File: src/rtl/keypad_pkg.sv
// keypad_pkg: shared types and constants for the 4x4 keypad scanner.
//   state_t     - scanner FSM states (SCAN, DEBOUNCE, PRESSED)
//   key_code_t  - 4-bit key code, row_idx*4 + col_idx
//   COL_RESET   - column drive after reset (column 0 active, active-low)
//   ROWS_IDLE   - synchronized row value with no contact
//   lowest_low_row() - index of the lowest-numbered row that reads low
package keypad_pkg;

    typedef enum logic [1:0] {
        SCAN     = 2'd0,
        DEBOUNCE = 2'd1,
        PRESSED  = 2'd2
    } state_t;

    typedef logic [3:0] key_code_t;

    localparam logic [3:0] COL_RESET = 4'b1110;
    localparam logic [3:0] ROWS_IDLE = 4'hF;

    // Priority pick: when several rows are low, the lowest index wins.
    function automatic logic [1:0] lowest_low_row(input logic [3:0] rows);
        logic [1:0] idx;
        idx = 2'd3;
        if (!rows[2]) idx = 2'd2;
        if (!rows[1]) idx = 2'd1;
        if (!rows[0]) idx = 2'd0;
        return idx;
    endfunction

endpackage

File: src/rtl/keypad_sync.sv
// keypad_sync: two-flop synchronizer for the 4 keypad row inputs.
// Resets to all-ones so an idle (pulled-up) keypad is seen while in reset.
//   clk - system clock
//   rst - asynchronous active-low reset
//   d   - raw asynchronous rows
//   q   - synchronized rows
module keypad_sync (
    input  logic       clk,
    input  logic       rst,
    input  logic [3:0] d,
    output logic [3:0] q
);

    logic [3:0] r_meta;
    logic [3:0] r_sync;

    always_ff @(posedge clk or negedge rst) begin
        if (!rst) begin
            r_meta <= 4'hF;
            r_sync <= 4'hF;
        end else begin
            r_meta <= d;
            r_sync <= r_meta;
        end
    end

    assign q = r_sync;

endmodule

File: src/rtl/keypad_scan.sv
// keypad_scan: 4x4 matrix keypad scanner with single-key debounce and a
// valid/ready key-code output.
//
// Optional build macro: KEYPAD_REPEAT_EN enables auto-repeat while a key
// stays down (first repeat after REPEAT_DELAY ticks, then every REPEAT_RATE
// ticks). Without it, each debounced press yields exactly one event.
//
// Ports:
//   clk       - system clock
//   rst       - asynchronous active-low reset
//   row       - keypad rows, active-low, asynchronous
//   col       - column drive, one-hot active-low
//   key_code  - row_idx*4 + col_idx of the pending event
//   key_valid - event pending
//   key_ready - consumer ready
//   key_held  - a debounced key is currently down
//   key_drop  - sticky: an event was lost because one was still pending
//   dbg_state - current scanner FSM state (state_t encoding)
//
// Handshake: an event transfers on any clock edge where key_valid and
// key_ready are both high. While key_valid is high and key_ready is low,
// key_code and key_valid hold; key_valid never drops without a transfer.
module keypad_scan
    import keypad_pkg::*;
#(
    parameter int SCAN_DIV       = 100000,
    parameter int DEBOUNCE_TICKS = 20,
    parameter int REPEAT_DELAY   = 500,
    parameter int REPEAT_RATE    = 100
) (
    input  logic       clk,
    input  logic       rst,
    input  logic [3:0] row,
    output logic [3:0] col,
    output logic [3:0] key_code,
    output logic       key_valid,
    input  logic       key_ready,
    output logic       key_held,
    output logic       key_drop,
    output logic [1:0] dbg_state
);

    localparam int PW = (SCAN_DIV > 1) ? $clog2(SCAN_DIV) : 1;
    localparam int DW = $clog2(DEBOUNCE_TICKS + 1);

    // Out-of-range configurations elaborate this visibly named empty scope.
    if (SCAN_DIV < 2 || DEBOUNCE_TICKS < 1 || REPEAT_DELAY < 1 || REPEAT_RATE < 1) begin : g_param_out_of_range
    end

    // ------------------------------------------------------------------
    // Row synchronizer
    // ------------------------------------------------------------------
    logic [3:0] w_row_s;

    keypad_sync u_sync (
        .clk (clk),
        .rst (rst),
        .d   (row),
        .q   (w_row_s)
    );

    // ------------------------------------------------------------------
    // Scan-tick prescaler
    // ------------------------------------------------------------------
    logic [PW-1:0] r_pcnt;
    logic          w_tick;

    assign w_tick = (r_pcnt == PW'(SCAN_DIV - 1));

    always_ff @(posedge clk or negedge rst) begin
        if (!rst) begin
            r_pcnt <= '0;
        end else if (w_tick) begin
            r_pcnt <= '0;
        end else begin
            r_pcnt <= r_pcnt + 1'b1;
        end
    end

    // ------------------------------------------------------------------
    // Scanner FSM
    // ------------------------------------------------------------------
    state_t        r_state;
    state_t        w_state_next;
    logic [1:0]    r_col_idx;
    logic [1:0]    w_col_idx_next;
    logic [1:0]    r_row_idx;
    logic [1:0]    w_row_idx_next;
    logic [DW-1:0] r_dcnt;
    logic [DW-1:0] w_dcnt_next;
    logic [DW-1:0] w_dcnt_inc;
    logic [DW-1:0] r_rcnt;
    logic [DW-1:0] w_rcnt_next;
    logic [DW-1:0] w_rcnt_inc;
    logic          w_row_bit;
    logic          w_emit;

    // Only the latched row matters once a key is being tracked.
    assign w_row_bit = w_row_s[r_row_idx];

    // Saturating increments
    assign w_dcnt_inc = (r_dcnt == DW'(DEBOUNCE_TICKS)) ? r_dcnt : r_dcnt + 1'b1;
    assign w_rcnt_inc = (r_rcnt == DW'(DEBOUNCE_TICKS)) ? r_rcnt : r_rcnt + 1'b1;

    always_ff @(posedge clk or negedge rst) begin
        if (!rst) begin
            r_state   <= SCAN;
            r_col_idx <= 2'd0;
            r_row_idx <= 2'd0;
            r_dcnt    <= '0;
            r_rcnt    <= '0;
        end else begin
            r_state   <= w_state_next;
            r_col_idx <= w_col_idx_next;
            r_row_idx <= w_row_idx_next;
            r_dcnt    <= w_dcnt_next;
            r_rcnt    <= w_rcnt_next;
        end
    end

    always_comb begin
        w_state_next   = r_state;
        w_col_idx_next = r_col_idx;
        w_row_idx_next = r_row_idx;
        w_dcnt_next    = r_dcnt;
        w_rcnt_next    = r_rcnt;
        w_emit         = 1'b0;

        case (r_state)
            SCAN: begin
                if (w_tick) begin
                    if (w_row_s != ROWS_IDLE) begin
                        // Column stays frozen; r_col_idx already names it.
                        w_row_idx_next = lowest_low_row(w_row_s);
                        w_dcnt_next    = DW'(1);
                        w_state_next   = DEBOUNCE;
                    end else begin
                        w_col_idx_next = r_col_idx + 2'd1;
                    end
                end
            end

            DEBOUNCE: begin
                if (w_tick) begin
                    if (!w_row_bit) begin
                        w_dcnt_next = w_dcnt_inc;
                        if (w_dcnt_inc == DW'(DEBOUNCE_TICKS)) begin
                            w_emit       = 1'b1;
                            w_rcnt_next  = '0;
                            w_state_next = PRESSED;
                        end
                    end else begin
                        // Bounce: resume walking from the next column.
                        w_state_next   = SCAN;
                        w_col_idx_next = r_col_idx + 2'd1;
                    end
                end
            end

            PRESSED: begin
                if (w_tick) begin
                    if (w_row_bit) begin
                        w_rcnt_next = w_rcnt_inc;
                        // Same column is rescanned first after release.
                        if (w_rcnt_inc == DW'(DEBOUNCE_TICKS)) begin
                            w_state_next = SCAN;
                        end
                    end else begin
                        w_rcnt_next = '0;
                    end
                end
            end

            default: begin
                w_state_next = SCAN;
            end
        endcase
    end

    // ------------------------------------------------------------------
    // Auto-repeat
    // ------------------------------------------------------------------
    logic w_event;

`ifdef KEYPAD_REPEAT_EN
    localparam int KMAX = (REPEAT_DELAY > REPEAT_RATE) ? REPEAT_DELAY : REPEAT_RATE;
    localparam int KW   = $clog2(KMAX + 1);

    logic [KW-1:0] r_kcnt;
    logic [KW-1:0] w_kcnt_next;
    logic [KW-1:0] w_kcnt_inc;
    logic [KW-1:0] w_kcnt_target;
    logic          r_rep;
    logic          w_rep_next;
    logic          w_rep_emit;

    assign w_kcnt_inc    = r_kcnt + 1'b1;
    // After the first repeat, the interval switches to the repeat rate.
    assign w_kcnt_target = r_rep ? KW'(REPEAT_RATE) : KW'(REPEAT_DELAY);

    always_ff @(posedge clk or negedge rst) begin
        if (!rst) begin
            r_kcnt <= '0;
            r_rep  <= 1'b0;
        end else begin
            r_kcnt <= w_kcnt_next;
            r_rep  <= w_rep_next;
        end
    end

    always_comb begin
        w_kcnt_next = r_kcnt;
        w_rep_next  = r_rep;
        w_rep_emit  = 1'b0;
        if (r_state != PRESSED) begin
            w_kcnt_next = '0;
            w_rep_next  = 1'b0;
        end else if (w_tick) begin
            if (w_row_bit) begin
                // Any sampled release restarts the repeat timing.
                w_kcnt_next = '0;
                w_rep_next  = 1'b0;
            end else if (w_kcnt_inc == w_kcnt_target) begin
                w_rep_emit  = 1'b1;
                w_kcnt_next = '0;
                w_rep_next  = 1'b1;
            end else begin
                w_kcnt_next = w_kcnt_inc;
            end
        end
    end

    assign w_event = w_emit | w_rep_emit;
`else
    assign w_event = w_emit;
`endif

    // ------------------------------------------------------------------
    // Event holding register
    // ------------------------------------------------------------------
    key_code_t r_key_code;
    logic      r_key_valid;
    logic      r_key_drop;
    key_code_t w_event_code;

    assign w_event_code = {r_row_idx, r_col_idx};

    always_ff @(posedge clk or negedge rst) begin
        if (!rst) begin
            r_key_code  <= '0;
            r_key_valid <= 1'b0;
            r_key_drop  <= 1'b0;
        end else if (w_event) begin
            // A slot frees up if the pending event transfers this same edge.
            if (!r_key_valid || key_ready) begin
                r_key_code  <= w_event_code;
                r_key_valid <= 1'b1;
            end else begin
                r_key_drop <= 1'b1;
            end
        end else if (r_key_valid && key_ready) begin
            r_key_valid <= 1'b0;
        end
    end

    // ------------------------------------------------------------------
    // Outputs
    // ------------------------------------------------------------------
    always_comb begin
        case (r_col_idx)
            2'd0:    col = COL_RESET;
            2'd1:    col = 4'b1101;
            2'd2:    col = 4'b1011;
            default: col = 4'b0111;
        endcase
    end

    assign key_code  = r_key_code;
    assign key_valid = r_key_valid;
    assign key_drop  = r_key_drop;
    assign key_held  = (r_state == PRESSED);
    assign dbg_state = r_state;

endmodule

File: config.mk
export PLATFORM = sky130hd
export DESIGN_NAME = keypad_scan
export DESIGN_NICKNAME = d
export VERILOG_FILES = /design/src/rtl/keypad_pkg.sv /design/src/rtl/keypad_sync.sv /design/src/rtl/keypad_scan.sv
export SDC_FILE = /design/constraint.sdc
export NUM_CORES = 1
export LEC_CHECK = 0
export ABC_AREA = 1
export CELL_PAD_IN_SITES_DETAIL_PLACEMENT = 1
export CELL_PAD_IN_SITES_GLOBAL_PLACEMENT = 1
export CORE_MARGIN = 2
export CORE_UTILIZATION = 39
export DETAILED_ROUTE_END_ITERATION = 16
export GPL_TIMING_DRIVEN = 0
export PLACE_DENSITY_LB_ADDON = 0.1
export SLEW_MARGIN = 5
export SYNTH_ARGS = -nofsm -noshare
export SYNTH_HDL_FRONTEND = slang
export SYNTH_HIERARCHICAL = 1
export SYNTH_SLANG_ARGS = --single-unit
File: constraint.sdc
create_clock -name clk -period 1.9 [get_ports clk]
set_clock_uncertainty 0.2 [all_clocks]
set_input_delay 0.285 -clock clk [delete_from_list [all_inputs] [get_ports clk]]
set_output_delay 0.285 -clock clk [all_outputs]
set_load 0.01 [all_outputs]
==> flow_metrics.env <==
export IMPL_slew_headroom_pct=79.5
export IMPL_maxCapViolations=0
export IMPL_post_route_period_util_pct=101
export IMPL_first_global_vias=2356
export IMPL_track_usage_pct=18.1
export IMPL_hpwl_mm=4.37
export IMPL_required_ns=1.90
export IMPL_hold_violations=0
export IMPL_yosys_warnings=6
export IMPL_holdPathStages=0
export IMPL_p_leak_nw=1.76
export IMPL_vias=2261
export IMPL_routed_via_density=4.93
export IMPL_clock_latency_ns=0.30
export IMPL_post_synth_num_cell_types=30
export IMPL_min_to="u_sync/q[2]"
export IMPL_finalSetupTns_ns=-0.0106
export IMPL_powerDensity_nw_per_um2=511
export IMPL_worstSetupStartpointType="flip-flop"
export IMPL_timing_hold_ws_ns=0.151
export IMPL_area_growth_pct=30.6
export IMPL_worst_r2r_startpoint="r_dcnt[0]"
export IMPL_drive_above_1_share_pct=28.5
export IMPL_synth_seq_cells=47
export IMPL_critPathBufInv=2
export IMPL_synth_avg_cell_area_um2=7.88
export IMPL_dr_first_iter_drc_count=53
export IMPL_fillers=775
export IMPL_crit_chain="inv_2, ha_4, nand2_2, inv_2, nand2_4, a21oi_4, nand3_2, nor2_4, nand3_4, nand2_1, nand2_1"
export IMPL_antenna_found_initial=0
export IMPL_r2r_end="key_code[3]"
export IMPL_arrival_ns=1.91
export IMPL_synth_cells=329
export IMPL_netlist_area_um2=2590
export IMPL_fin_nets=397
export IMPL_critPathMaxFanout=7
export IMPL_multi_input_area_um2=1350
export IMPL_antenna_left=0
export IMPL_cts_sinks=47
export IMPL_die_w_um=85.5
export IMPL_cts_root_buffer="clkbuf_8"
export IMPL_hp_class="flip-flop to flip-flop"
export IMPL_gp_congestion=0.798
export IMPL_r2r_slack_ns=-0.01
export IMPL_first_pass_iters=4
export IMPL_ys_async_sr_fraction_pct=100
export IMPL_violations="negative setup slack"
export IMPL_diodes=0
export IMPL_hold_start="u_sync/r_meta[2]"
export IMPL_clock_path_buffers=2
export IMPL_syn_num_nets=345
export IMPL_coreArea_um2=6390
export IMPL_die_y_um=85.5
export IMPL_start_util_pct=40.6
export IMPL_critPathTopFamily="simple AND/OR/NAND/NOR gates"
export IMPL_cts_buffers=5
export IMPL_wire_per_inst_um=14.0
export IMPL_slowest_stage="dfrtp_2"
export IMPL_cts_tree="yes"
export IMPL_synth_edff_count=0
export IMPL_htreeDepth=2
export IMPL_rsz0062_at_grt="true"
export IMPL_critPathCaptureType="flip-flop"
export IMPL_grt_max_degree=38
export IMPL_fmax_mhz=523
export IMPL_overflow=0
export IMPL_seq_area_frac_synth_pct=45.8
export IMPL_tightest_slew_ns=0.307
export IMPL_io_pins=20
export IMPL_min_period_ns=1.91
export IMPL_dieArea_um2=7320
export IMPL_status="finished with violations"
export IMPL_pre_cts_ws_ns=-0.0777
export IMPL_fin_ws_ns=-0.0106
export IMPL_peakVddDrop_mv=0.375
export IMPL_grt_pass1_wl_mm=10.6
export IMPL_critical_path_max_stage_delay_ns=0.45
export IMPL_final_setup_viol_count=1
export IMPL_drc=0
export IMPL_reg2regPathDepth=11
export IMPL_rows=29
export IMPL_io_buffer_count=19
export IMPL_ff_latch_area_um2=1190
export IMPL_final_max_slew_viol_count=0
export IMPL_ys_flop_type="dfrtp_1"
export IMPL_routed_wl_mm=6.44
export IMPL_crit_type="flip-flop to flip-flop"
export IMPL_clk_pin_slew_ns=0.09
-- layer usage --
metal / GRT usage (%) / up-vias / share of wire [%]
met5: 0 / - / 0
met4: 5.63 / 0 / 1.3
met3: 3.46 / 6 / 2.3
met2: 29.6 / 23 / 49
met1: 24.4 / 1095 / 47
li1: - / 1137 / -
-- power breakdown --
group          total [mW]  internal (mW)  switching [mW]
Combinational      0.0501         0.0186          0.0314
Clock               0.660          0.332           0.328
Sequential           1.02           1.01         0.00425
-- worst max path at each step --
stage,start,end,slack [ns],depth (start not counted)
6_report,r_dcnt[0],key_code[3],-0.01,11
5_1_grt,r_dcnt[0],key_code[3],-0.11,11
4_1_cts,r_col_idx[1],col[2],0.005,5
3_5_place_dp,r_dcnt[0],key_code[2],-0.08,12
3_3_place_gp,rst,r_rcnt[4],-1.04,1
2_1_floorplan,r_dcnt[0],key_code[0],0.17,12
-- cell usage in the layout (no fill, tap or decap), types with 3 or more instances in the layout --
cell type / Yosys / routed
clkdlybuf4s50_1: 0 / 13
nor3_1: 4 / 3
nand3_1: 17 / 13
nor2_4: 3 / 7
nor2_1: 27 / 24
xor2_1: 3 / 3
dfstp_2: 8 / 8
nand2_4: 1 / 4
inv_2: 7 / 10
o21ai_0: 10 / 9
inv_1: 55 / 49
clkbuf_8: 0 / 7
o21ai_1: 3 / 4
dlygate4sd2_1: 0 / 3
nand2_1: 93 / 80
buf_4: 0 / 21
inv_4: 0 / 3
nand4_1: 17 / 17
nor2_2: 4 / 3
a21oi_1: 6 / 6
nand3_2: 2 / 5
nand2_2: 4 / 14
o21bai_1: 3 / 3
ha_1: 9 / 6
dfrtp_1: 39 / 33
dfrtp_2: 0 / 6
-- registers in the layout (all words and copies together), names as in the netlist --
name and cells:
dbg_state 2, u_sync/r_meta 4, r_dcnt 5, r_col_idx 2
u_sync/q 4, key_valid 1, key_code 4, r_pcnt 17
r_rcnt 5, r_row_idx 2, key_drop 1
-- timing repair --
item                       4_1_cts  5_1_grt
resized for setup               26       41
setup endpoints to repair       18       24
buffers inserted                13       11
hold buffers                     1        0
pin swaps                       11       20
hold endpoints to repair        39        0
gates cloned                     0        0
-- cell usage after synthesis, drive strengths merged, types with 4 or more instances --
cell type / n / area, um^2
a21oi: 8 / 47.6
dfrtp: 39 / 976
dfstp: 8 / 210
ha: 9 / 113
inv: 62 / 233
nand2: 98 / 385
nand3: 19 / 105
nand4: 17 / 106
nor2: 35 / 180
nor3: 7 / 50.1
o21ai: 13 / 65.1
o21bai: 4 / 33.8
-- stage by stage --
stage / cell area [um^2] / util (%) / instances / total power, mW
2_1_floorplan: 2590 / - / 329 / 1.05
3_3_place_gp: 2880 / 45.1 / 425 / 1.08
3_5_place_dp: 2890 / 45.3 / 426 / 1.09
4_1_cts: 3170 / 49.6 / 448 / 1.76
5_1_grt: 3390 / 53.0 / 459 / 1.79
6_report: 3390 / 53.0 / 459 / 1.73
-- logic make-up (layout without fill, tap and decap cells) --
| kind of cell | Yosys count | after routing | share of synthesized area (%) |
|---|---|---|---|
| and+or+nand+nor | 179 | 179 | 33.2 |
| buffers and inverters | 62 | 115 | 8.98 |
| DFF | 47 | 47 | 45.8 |
| AOI/OAI and AO/OA | 28 | 28 | 6.42 |
| adders and majority gates | 9 | 9 | 4.34 |
| xor gates and xnor gates | 4 | 4 | 1.35 |
-- worst reg2reg max path, stage by stage (launching register included) --
cell and delay [ns]:
dfrtp_2 0.45, inv_2 0.09, ha_4 0.12, nand2_2 0.04, inv_2 0.08, nand2_4 0.08, a21oi_4 0.15, nand3_2 0.10
nor2_4 0.22, nand3_4 0.13, nand2_1 0.09, nand2_1 0.05
-- cell type report --
type,count,area share (%)
Sequential cell,47,35.2
Inverter,62,7.09
Tap cell,77,2.84
Timing Repair Buffer,45,12.0
Clock buffer,8,2.96
Multi-Input combinational cell,220,39.9
(Power assumes the default switching activity.)
